`src/rtl/m_vector_fetch_engine_pkg.sv`:
```
// rtl/m_vector_fetch_engine_pkg.sv - shared types and address helper for the vector fetch engine
// Traversal modes, FSM states and the quadrant-interleave index map.
package m_vector_pkg;

  typedef enum logic {
    LINEAR   = 1'b0,
    QUADRANT = 1'b1
  } mode_t;

  typedef enum logic [1:0] {
    IDLE  = 2'd0,
    FETCH = 2'd1,
    DRAIN = 2'd2,
    DONE  = 2'd3
  } state_t;

  // Element i of a layer lives at quadrant (i%4), offset i/4 within that quadrant.
  function automatic int unsigned quad_map(input int unsigned i, input int unsigned vec_len);
    return (i % 4) * (vec_len / 4) + i / 4;
  endfunction

endpackage

```
`src/rtl/m_vector_fetch_engine_if.sv`:
```
// rtl/m_vector_fetch_engine_if.sv - memory read port and element stream of the vector fetch engine
// master = engine side, slave = memory plus consumer side.
interface m_vector_fetch_engine_if #(
  parameter int DATA_W  = 16,
  parameter int ADDR_W  = 10,
  parameter int LAYER_W = 2
);
  logic [ADDR_W-1:0]  vector_memory_address;
  logic               memory_enable;
  logic               memory_write;
  logic [DATA_W-1:0]  vector_element;
  logic               m_element_requested;
  logic               m_element_ready;
  logic [DATA_W-1:0]  m_element;
  logic               m_element_last;
  logic [LAYER_W-1:0] layer;
  logic               done;

  modport master (
    output vector_memory_address, memory_enable, memory_write,
    output m_element_ready, m_element, m_element_last, layer, done,
    input  vector_element, m_element_requested
  );

  modport slave (
    input  vector_memory_address, memory_enable, memory_write,
    input  m_element_ready, m_element, m_element_last, layer, done,
    output vector_element, m_element_requested
  );
endinterface

```
`src/rtl/m_vector_fetch_engine_fifo.sv`:
```
// rtl/m_vector_fetch_engine_fifo.sv - synchronous prefetch FIFO with occupancy count
// Push and pop may coincide at any count; a push into a full FIFO is accepted only alongside a pop.
module m_sync_fifo #(
  parameter int WIDTH = 8,
  parameter int DEPTH = 4
) (
  input  logic                   i_clock,
  input  logic                   i_clear,
  input  logic                   i_push,
  input  logic [WIDTH-1:0]       i_data,
  input  logic                   i_pop,
  output logic [WIDTH-1:0]       o_data,
  output logic [$clog2(DEPTH):0] o_count,
  output logic                   o_full,
  output logic                   o_empty
);
  localparam int PTR_W = $clog2(DEPTH);
  localparam int CNT_W = PTR_W + 1;

  logic [WIDTH-1:0] r_mem [DEPTH];
  logic [PTR_W-1:0] r_wr_ptr;
  logic [PTR_W-1:0] r_rd_ptr;
  logic [CNT_W-1:0] r_count;
  logic             w_do_pop;
  logic             w_do_push;

  assign o_empty   = (r_count == '0);
  assign o_full    = (r_count == CNT_W'(DEPTH));
  assign o_count   = r_count;
  assign o_data    = r_mem[r_rd_ptr];
  assign w_do_pop  = i_pop && !o_empty;
  assign w_do_push = i_push && (!o_full || w_do_pop);

  always_ff @(posedge i_clock) begin
    if (w_do_push) begin
      r_mem[r_wr_ptr] <= i_data;
    end
  end

  always_ff @(posedge i_clock) begin
    if (i_clear) begin
      r_wr_ptr <= '0;
      r_rd_ptr <= '0;
      r_count  <= '0;
    end else begin
      if (w_do_push) r_wr_ptr <= r_wr_ptr + PTR_W'(1);
      if (w_do_pop)  r_rd_ptr <= r_rd_ptr + PTR_W'(1);
      case ({w_do_push, w_do_pop})
        2'b10:   r_count <= r_count + CNT_W'(1);
        2'b01:   r_count <= r_count - CNT_W'(1);
        default: r_count <= r_count;
      endcase
    end
  end
endmodule

```
`src/rtl/m_vector_fetch_engine.sv`:
```
// rtl/m_vector_fetch_engine.sv - streams NUM_LAYERS x VEC_LEN vector elements to the MAC datapath
// Issues reads only while FIFO room covers all outstanding reads, so returns never overflow.
module m_vector_fetch_engine
  import m_vector_pkg::*;
#(
  parameter int DATA_W     = 16,
  parameter int ADDR_W     = 10,
  parameter int VEC_LEN    = 16,
  parameter int NUM_LAYERS = 4,
  parameter int MEM_LAT    = 1,
  parameter int FIFO_DEPTH = 4,
  parameter int BASE_ADDR  = 0
) (
  input  logic                     i_clock,
  input  logic                     i_clear,
  input  logic                     i_en,
  input  logic                     i_mode,
  m_vector_fetch_engine_if.master  bus
);
  localparam int IDX_W   = $clog2(VEC_LEN);
  localparam int LAYER_W = (NUM_LAYERS > 1) ? $clog2(NUM_LAYERS) : 1;
  localparam int CNT_W   = $clog2(FIFO_DEPTH) + 1;
  localparam int TAG_W   = LAYER_W + 1;
  localparam int FIFO_W  = DATA_W + TAG_W;

  state_t             r_state;
  logic [IDX_W-1:0]   r_idx;
  logic [LAYER_W-1:0] r_issue_layer;
  mode_t              r_mode;
  logic [CNT_W-1:0]   r_in_flight;
  logic [MEM_LAT-1:0] r_vld;
  logic [TAG_W-1:0]   r_tag [MEM_LAT];
  logic               r_done;

  mode_t              w_mode;
  logic [31:0]        w_map_full;
  logic [31:0]        w_addr_full;
  logic [CNT_W:0]     w_occupancy;
  logic               w_issue;
  logic               w_last_idx;
  logic               w_final_issue;
  logic               w_push;
  logic               w_pop;
  logic               w_final_pop;
  logic [FIFO_W-1:0]  w_fifo_dout;
  logic [CNT_W-1:0]   w_fifo_count;
  logic               w_fifo_full;
  logic               w_fifo_empty;
  logic               w_head_last;
  logic [LAYER_W-1:0] w_head_layer;
  logic               w_ready;

  // Mode comes straight from the input at i=0 so the first address of a layer already honours it.
  assign w_mode = (r_idx == '0) ? mode_t'(i_mode) : r_mode;

  always_comb begin
    w_map_full = 32'(r_idx);
    if (w_mode == QUADRANT) begin
      w_map_full = quad_map(32'(r_idx), 32'(VEC_LEN));
    end
  end

  assign w_addr_full   = 32'(BASE_ADDR) + 32'(r_issue_layer) * 32'(VEC_LEN) + w_map_full;
  assign w_occupancy   = (CNT_W+1)'(w_fifo_count) + (CNT_W+1)'(r_in_flight);
  assign w_issue       = !i_clear && i_en && ((r_state == IDLE) || (r_state == FETCH))
                         && !w_fifo_full && (w_occupancy < (CNT_W+1)'(FIFO_DEPTH));
  assign w_last_idx    = (r_idx == IDX_W'(VEC_LEN - 1));
  assign w_final_issue = w_issue && w_last_idx && (r_issue_layer == LAYER_W'(NUM_LAYERS - 1));

  assign w_push       = r_vld[MEM_LAT-1];
  assign w_head_last  = w_fifo_dout[FIFO_W-1];
  assign w_head_layer = w_fifo_dout[DATA_W +: LAYER_W];
  assign w_ready      = !w_fifo_empty && (r_state != DONE);
  assign w_pop        = w_ready && bus.m_element_requested;
  assign w_final_pop  = w_pop && w_head_last && (w_head_layer == LAYER_W'(NUM_LAYERS - 1));

  m_sync_fifo #(
    .WIDTH (FIFO_W),
    .DEPTH (FIFO_DEPTH)
  ) u_fifo (
    .i_clock (i_clock),
    .i_clear (i_clear),
    .i_push  (w_push),
    .i_data  ({r_tag[MEM_LAT-1], bus.vector_element}),
    .i_pop   (w_pop),
    .o_data  (w_fifo_dout),
    .o_count (w_fifo_count),
    .o_full  (w_fifo_full),
    .o_empty (w_fifo_empty)
  );

  always_ff @(posedge i_clock) begin
    if (i_clear) begin
      r_state <= IDLE;
      r_done  <= 1'b0;
    end else begin
      case (r_state)
        IDLE:    if (w_issue) r_state <= w_final_issue ? DRAIN : FETCH;
        FETCH:   if (w_final_issue) r_state <= DRAIN;
        DRAIN:   if (w_final_pop) begin
                   r_state <= DONE;
                   r_done  <= 1'b1;
                 end
        default: r_state <= DONE;
      endcase
    end
  end

  always_ff @(posedge i_clock) begin
    if (i_clear) begin
      r_idx         <= '0;
      r_issue_layer <= '0;
      r_mode        <= LINEAR;
      r_in_flight   <= '0;
      r_vld         <= '0;
    end else begin
      if (w_issue) begin
        if (r_idx == '0) r_mode <= mode_t'(i_mode);
        r_idx <= r_idx + IDX_W'(1);
        if (w_last_idx) r_issue_layer <= r_issue_layer + LAYER_W'(1);
      end
      case ({w_issue, w_push})
        2'b10:   r_in_flight <= r_in_flight + CNT_W'(1);
        2'b01:   r_in_flight <= r_in_flight - CNT_W'(1);
        default: r_in_flight <= r_in_flight;
      endcase
      r_vld[0] <= w_issue;
      for (int k = 1; k < MEM_LAT; k++) begin
        r_vld[k] <= r_vld[k-1];
      end
    end
  end

  // Tags ride alongside the valid bits; they are only consumed where the valid bit is set.
  always_ff @(posedge i_clock) begin
    r_tag[0] <= {w_last_idx, r_issue_layer};
    for (int k = 1; k < MEM_LAT; k++) begin
      r_tag[k] <= r_tag[k-1];
    end
  end

  assign bus.vector_memory_address = w_issue ? w_addr_full[ADDR_W-1:0] : '0;
  assign bus.memory_enable         = w_issue;
  assign bus.memory_write          = 1'b0;
  assign bus.m_element_ready       = w_ready;
  assign bus.m_element             = w_ready ? w_fifo_dout[DATA_W-1:0] : '0;
  assign bus.m_element_last        = w_ready && w_head_last;
  assign bus.layer                 = w_ready ? w_head_layer : '0;
  assign bus.done                  = r_done;
endmodule

```
`src/flat_wrapper.sv`:
```
// flat-port wrapper written by rule: the top's interface ports become plain ports
module m_vector_fetch_engine_flat import m_vector_pkg::*;
#(
  parameter int DATA_W     = 16,
  parameter int ADDR_W     = 10,
  parameter int VEC_LEN    = 16,
  parameter int NUM_LAYERS = 4,
  parameter int MEM_LAT    = 1,
  parameter int FIFO_DEPTH = 4,
  parameter int BASE_ADDR  = 0
)
  (i_clock, i_clear, i_en, i_mode, bus_vector_memory_address, bus_memory_enable, bus_memory_write, bus_m_element_ready, bus_m_element, bus_m_element_last, bus_layer, bus_done, bus_vector_element, bus_m_element_requested);
  m_vector_fetch_engine_if #(.DATA_W(DATA_W), .ADDR_W(ADDR_W), .LAYER_W(2)) bus_i ();
  input  logic i_clock;
  input  logic i_clear;
  input  logic i_en;
  input  logic i_mode;
  output wire logic [$bits(bus_i.vector_memory_address)-1:0] bus_vector_memory_address;
  output wire logic [$bits(bus_i.memory_enable)-1:0] bus_memory_enable;
  output wire logic [$bits(bus_i.memory_write)-1:0] bus_memory_write;
  output wire logic [$bits(bus_i.m_element_ready)-1:0] bus_m_element_ready;
  output wire logic [$bits(bus_i.m_element)-1:0] bus_m_element;
  output wire logic [$bits(bus_i.m_element_last)-1:0] bus_m_element_last;
  output wire logic [$bits(bus_i.layer)-1:0] bus_layer;
  output wire logic [$bits(bus_i.done)-1:0] bus_done;
  input wire logic [$bits(bus_i.vector_element)-1:0] bus_vector_element;
  input wire logic [$bits(bus_i.m_element_requested)-1:0] bus_m_element_requested;
  assign bus_vector_memory_address = bus_i.vector_memory_address;
  assign bus_memory_enable = bus_i.memory_enable;
  assign bus_memory_write = bus_i.memory_write;
  assign bus_m_element_ready = bus_i.m_element_ready;
  assign bus_m_element = bus_i.m_element;
  assign bus_m_element_last = bus_i.m_element_last;
  assign bus_layer = bus_i.layer;
  assign bus_done = bus_i.done;
  assign bus_i.vector_element = bus_vector_element;
  assign bus_i.m_element_requested = bus_m_element_requested;
  m_vector_fetch_engine #(.DATA_W(DATA_W), .ADDR_W(ADDR_W), .VEC_LEN(VEC_LEN), .NUM_LAYERS(NUM_LAYERS), .MEM_LAT(MEM_LAT), .FIFO_DEPTH(FIFO_DEPTH), .BASE_ADDR(BASE_ADDR)) u_core (.i_clock(i_clock), .i_clear(i_clear), .i_en(i_en), .i_mode(i_mode), .bus(bus_i));
endmodule
```
`config.mk`:
```
export PLATFORM = sky130hd
export DESIGN_NAME = m_vector_fetch_engine_flat
export DESIGN_NICKNAME = d
export VERILOG_FILES = /design/src/rtl/m_vector_fetch_engine_pkg.sv /design/src/rtl/m_vector_fetch_engine_if.sv /design/src/rtl/m_vector_fetch_engine_fifo.sv /design/src/rtl/m_vector_fetch_engine.sv /design/src/flat_wrapper.sv
export SDC_FILE = /design/constraint.sdc
export NUM_CORES = 1
export LEC_CHECK = 0
export CAP_MARGIN = 20
export CORE_MARGIN = 2
export CORE_UTILIZATION = 45
export DETAILED_ROUTE_END_ITERATION = 10
export PLACE_DENSITY = 0.7
export SYNTH_ARGS = -nofsm -noshare
export SYNTH_HDL_FRONTEND = slang
export SYNTH_SLANG_ARGS = --single-unit
```
`constraint.sdc`:
```
create_clock -name i_clock -period 3.1 [get_ports i_clock]
set_input_delay 0.62 -clock i_clock [delete_from_list [all_inputs] [get_ports i_clock]]
set_output_delay 0.62 -clock i_clock [all_outputs]
set_load 0.05 [all_outputs]
```
After elaboration in Yosys (flattened, before gate mapping)
Memories as Yosys holds them, arrays and structs flattened. A register that Yosys moved wholly into a read port is not among the register bits.
Cells that the tools add are included.
{ "op_classes": {"n_shift": 0, "n_eq_ne": 14, "n_mux": 16, "order_cmp": 1, "reduce_logical": 26, "n_bitwise": 0, "multipliers": 0, "addsub": 11, "n_div": 0} }
{ "op_table": {"columns": ["operator", "n"], "rows": [
  ["$mux 16", 1],
  ["$mux 2", 7],
  ["$logic_and 1x1->1", 13],
  ["$pmux 3 s2", 2],
  ["$add 6x10->10", 1],
  ["$eq 2x2->1 const B", 5],
  ["$mux 10", 1],
  ["$add 2x1->2 const B", 3],
  ["$add 3x1->3 const B", 2],
  ["$eq 2x1->1 const B", 3],
  ["$ne 2x1->1 const B", 3],
  ["$pmux 2 s3", 1],
  ["$sub 3x1->3 const B", 2],
  ["$add 4x2->5", 1],
  ["$mux 5", 1],
  ["$add 3x3->4", 1],
  ["$add 4x1->4 const B", 1],
  ["$eq 4x4->1 const B", 1],
  ["$logic_not 4->1", 1],
  ["$lt 4x3->1 const B", 1],
  ["$reduce_and 2->1", 2],
  ["$reduce_bool 2->1", 2],
  ["$eq 3x3->1 const B", 1],
  ["$logic_not 1->1", 3],
  ["other kinds (6)", 9]
]} }
{ "word_totals": {"out_inout_bits": 33, "n_memories": 2, "word_cells": 80, "reg_bits": 21, "ram_bits": 79, "latchBits": 0, "mem_bits_ro": 0} }
{ "mem_list": {"columns": ["name", "words", "width", "read_ports", "rd_clocked_by_memory_dff", "write_ports", "line", "source"], "rows": [
  ["u_core.u_fifo.r_mem", 4, 19, 1, 1, 1, "m_vector_fetch_engine_fifo.sv:20", "logic [WIDTH-1:0] r_mem [DEPTH];"],
  ["u_core.r_tag", 1, 3, 1, 0, 1, "m_vector_fetch_engine.sv:32", "logic [TAG_W-1:0] r_tag [MEM_LAT];"]
]} }

Longest topological paths before layout
{ "logic_depth": {"depth_word": 10, "mapped_depth": 9} }

By module
A second synthesis with hierarchy kept.
{ "hier_totals": {"cells_unflattened": 284, "area_unflattened_um2": 4329.2} }
{ "by_module_without_submodules": {"columns": ["module", "n_inst", "cells_each", "area_each_um2"], "rows": [
  ["m_sync_fifo", 1, 163, 3280.6],
  ["m_vector_fetch_engine", 1, 121, 1048.5]
]} }

Least setup slack after synthesis
No wires, ideal clock.
{ "synth_timing": {"kind": "reg2out", "from": "register u_core.r_idx[0]", "to": "output bus_vector_memory_address[1]", "slack_ns": 0.463, "n_path_buf": 0, "path_stages_with_launch": 7, "arrival_ns": 2.017, "path_cell_list": "dfxtp_1 inv_1 ha_1 nor3b_1 mux2i_1 nand2_1 a21oi_1"} }
{ "synth_between": {"elab_chain_cells": 5} }
{ "synth_lines": {"columns": ["item", "line", "source"], "rows": [
  ["start, declared", "m_vector_fetch_engine.sv:27", "logic [IDX_W-1:0] r_idx;"],
  ["start signal, assigned", "m_vector_fetch_engine.sv:119", "r_idx <= r_idx + IDX_W'(1);"],
  ["$logic_not 4->1", "m_vector_fetch_engine.sv:54", "assign w_mode = (r_idx == '0) ? mode_t'(i_mode) : r_mode;"],
  ["$mux 1", null, null],
  ["$mux 5 (*)", "m_vector_fetch_engine.sv:58", "if (w_mode == QUADRANT) begin"],
  ["$add 6x10->10 (*)", "m_vector_fetch_engine.sv:63", "assign w_addr_full = 32'(BASE_ADDR) + 32'(r_issue_layer) * 32'(VEC_LEN) + w_map_full;"],
  ["$mux 10 (*)", "m_vector_fetch_engine.sv:142", "assign bus.vector_memory_address = w_issue ? w_addr_full[ADDR_W-1:0] : '0;"],
  ["end, declared", "flat_wrapper.sv:18", "output wire logic [$bits(bus_i.vector_memory_address)-1:0] bus_vector_memory_address;"]
]} }
Mark *: on every way between the ends. The rest lies on a longest branch, timed or not.

Worst setup path in the final report
Same ends and word-level chain as after synthesis.

==> key figures <==
Outcome
  – Status: finished, final reports clean

Finish
  – Cell area after layout: 5031 sq um
  – Diode count: 0
  – # fillers: 758
  – Ratio of cells with drive above 1 in the final layout: 0.2158
  – Area delta synth->final: 20.35%
  – Final #Nets: 358
  – Fin cells: 440

Drt
  – Drt pass-1 iters: 4
  – Via count: 2303
  – Initial DRC count: 62
  – Routed WL: 7.135 mm
  – Routed Antenna Nets: 0
  – Wire per inst: 16.22 microns
  – Drt drc: 0
  – Drt via density: 5.234

Worst setup path
  – Worst Path Required: 2480 ps
  – Reg2reg path depth: 7
  – CP Capture Type: primary output
  – Crit Path Class: register to primary output
  – CP Launch Point: u_core.r_idx[0]
  – Cell Chain, Critical Path: inv_1 > ha_1 > nor3b_1 > mux2i_1 > nand2_1 > a21oi_1 > buf_12
  – Critical Path Start Type: register
  – Reg2Reg Setup Slack: 710 ps
  – R2r endpoint: u_core.u_fifo.o_count[2]
  – Crit-path max cell delay: 490 ps
  – FF-to-FF Start: u_core.u_fifo.o_count[0]
  – Buf/Inv on CP: 2
  – Worst path arrival time: 2180 ps
  – Max Fanout on Critical Path: 6
  – Slowest CP cell: mux2i_1
  – Cell family with most CP delay: multiplexers

Synthesis
  – Top FF cell, synth: edfxtp_1
  – Yosys warning total: 0
  – Asr flop ratio synth: 0
  – Synth unique cells: 35
  – Cell with the most instances after synthesis: edfxtp_1
  – Largest cells by area after synthesis: edfxtp_1, dfxtp_1, mux4_2, ha_1, and3_1
  – Cell Area, Synth: 4180 sq um
  – Post-synth EDFFs: 76
  – Syn_area_per_cell: 15.77 sq um
  – Largest area contributor in the netlist: edfxtp_1
  – Sequential area share after synthesis: 0.6705
  – Synth top cells by count: edfxtp_1, dfxtp_1, and3_1, mux4_2, nor2_1
  – Yosys reg bits: 102
  – Mapped Cells: 265
  – Synth top area share: 0.5459

CTS
  – CTS Root Cell: clkbuf_8
  – Setup bufs post-CTS: 0
  – Htree depth: 3
  – Hold buffers post-CTS: 0
  – Clock Tree Buf Depth: 2
  – Sink Count: 102
  – CTS resizes: 0
  – Clock Latency Late Sink: 360 ps
  – CTS tree: done
  – Worst-path clk slew: 90 ps
  – Num CTS Buffers: 9

Global route
  – Antenna violations before repair: 0
  – Global route overflow: 0
  – Vias in the first global route: 2305
  – First-pass GRT wire length: 11.21 mm
  – GRT Util Overall: 0.1497
  – Largest net degree at the start of global routing: 21

Placed design
  – Hpwl dp: 4.560 mm
  – Post-Place Cells: 424
  – RD Place Congestion: 0.7121
  – Placed Area: 4833 sq um
  – Worst setup slack after placement: 32.81 ps
  – Port Buffer Count: 48

Floorplanning
  – Core Rows: 35
  – Die width: 100.4 microns
  – Die height: 100.4 microns
  – I/O Pins: 54
  – Core ar.: 9109 sq um
  – Die ar.: 10080 sq um
  – Initial core utilization: 0.4589

Power and ir drop
  – Leak: 0.001846 uW
  – Pwr per Cell Area: 832.0 nW/um^2
  – Peak supply drop: 0.0005126 V

Hold path
  – Hold Crit Endpoint: u_core.r_tag[0][1]
  – Hold-critical path depth: 0
  – HP Class: register to register
  – Hold_sp: u_core.r_issue_layer[1]

STA
  – Final worst slack: 295.1 ps
  – Final worst path period need: 2805 ps
  – Final setup fails: 0
  – Skew final: 6.677 ps
  – Max-slew violations: 0
  – Fin crit share: 0.9048
  – Worst slew pin tran: 489.8 ps
  – RSZ-0062 raised after global routing: no
  – Slew HR: 0.6641
  – Final hold violations: 0
  – Max frequency: 0.3565 GHz
  – Final setup TNS: 0 ps

Flow run
  – Maxcap violations: 0
==> state kept, by name, indices dropped and copies added (netlist names), 3 cells and up, named ones only <==
| register | count |
|---|---|
| u_core.u_fifo.r_mem | 76 |
| u_core.u_fifo.o_count | 3 |
| u_core.r_tag | 3 |
| u_core.r_in_flight | 3 |
| u_core.r_idx | 4 |
==> cells in the final DEF, fill, tap and decap left out, types with 3 or more instances in the layout <==
| master | netlist | routed |
|---|---|---|
| and3_1 | 19 | 19 |
| inv_1 | 11 | 11 |
| xnor2_1 | 5 | 5 |
| nand3_1 | 6 | 6 |
| xor2_1 | 3 | 3 |
| conb_1 | 1 | 5 |
| clkdlybuf4s50_1 | 0 | 22 |
| buf_12 | 0 | 7 |
| nor2_1 | 15 | 15 |
| dfxtp_1 | 26 | 26 |
| mux2i_1 | 5 | 5 |
| ha_1 | 11 | 11 |
| or3_1 | 6 | 6 |
| mux4_2 | 16 | 16 |
| mux4_1 | 3 | 3 |
| buf_4 | 6 | 31 |
| and2_1 | 7 | 7 |
| nand2_1 | 9 | 9 |
| clkbuf_8 | 0 | 9 |
| edfxtp_1 | 76 | 76 |
| o21ai_0 | 6 | 6 |
| a21oi_1 | 10 | 10 |
==> metal layers <==
metal  vias up  wire [microns]  GRT usage
li1       1104               -          -
met1      1131            3078     0.1785
met2        62            3617     0.2581
met3         6             388    0.04944
met4         0              51    0.04636
met5         -               0          0
==> kinds of logic after synthesis <==
group,Yosys count,share of synthesized area
DFF,102,0.6705
and+or+nand+nor,67,0.08859
muxes,24,0.1170
xor gates and xnor gates,8,0.01676
other,1,0.0008971
adders and majority gates,13,0.04250
buffers and inverters,28,0.03322
AOI/OAI and AO/OA,22,0.03053
==> final cells by class <==
cell class / instances / area, sq um / share of cell area
sequential: 102 / 2803 / 0.5571
multi-input combinational: 139 / 1254 / 0.2492
timing repair buffer: 60 / 593.1 / 0.1179
tap: 111 / 138.9 / 0.02761
clock buffer: 9 / 123.9 / 0.02462
clock inverter: 7 / 73.82 / 0.01467
inverter: 12 / 45.04 / 0.008953
==> metrics by stage <==
stage	hold slack, ps	utilization	power (uW)
final	400.2	0.5523	4186
after detailed placement	380.8	0.5306	3432
after floorplan	359.5	-	2946
after global routing	412.7	0.5523	4398
after global placement	379.2	0.5306	3415
after CTS	399.0	0.5523	4236
==> report_power, final <==
| part | internal (uW) | switching (uW) | total, uW |
|---|---|---|---|
| registers | 1610 | 80.8 | 1690 |
| clock network | 376 | 431 | 806 |
| logic | 642 | 1050 | 1690 |
==> worst max path at each step <==
stage,endpoint,slack (ps),depth (start not counted)
final,bus_vector_memory_address[1],300,7
after global routing,bus_vector_memory_address[1],110,7
after CTS,bus_vector_memory_address[1],260,7
after detailed placement,u_core.u_fifo.o_count[2],30,9
after global placement,u_core.u_fifo.o_count[2],170,9
after floorplan,bus_vector_memory_address[1],460,6
(Power assumes the default switching activity.)
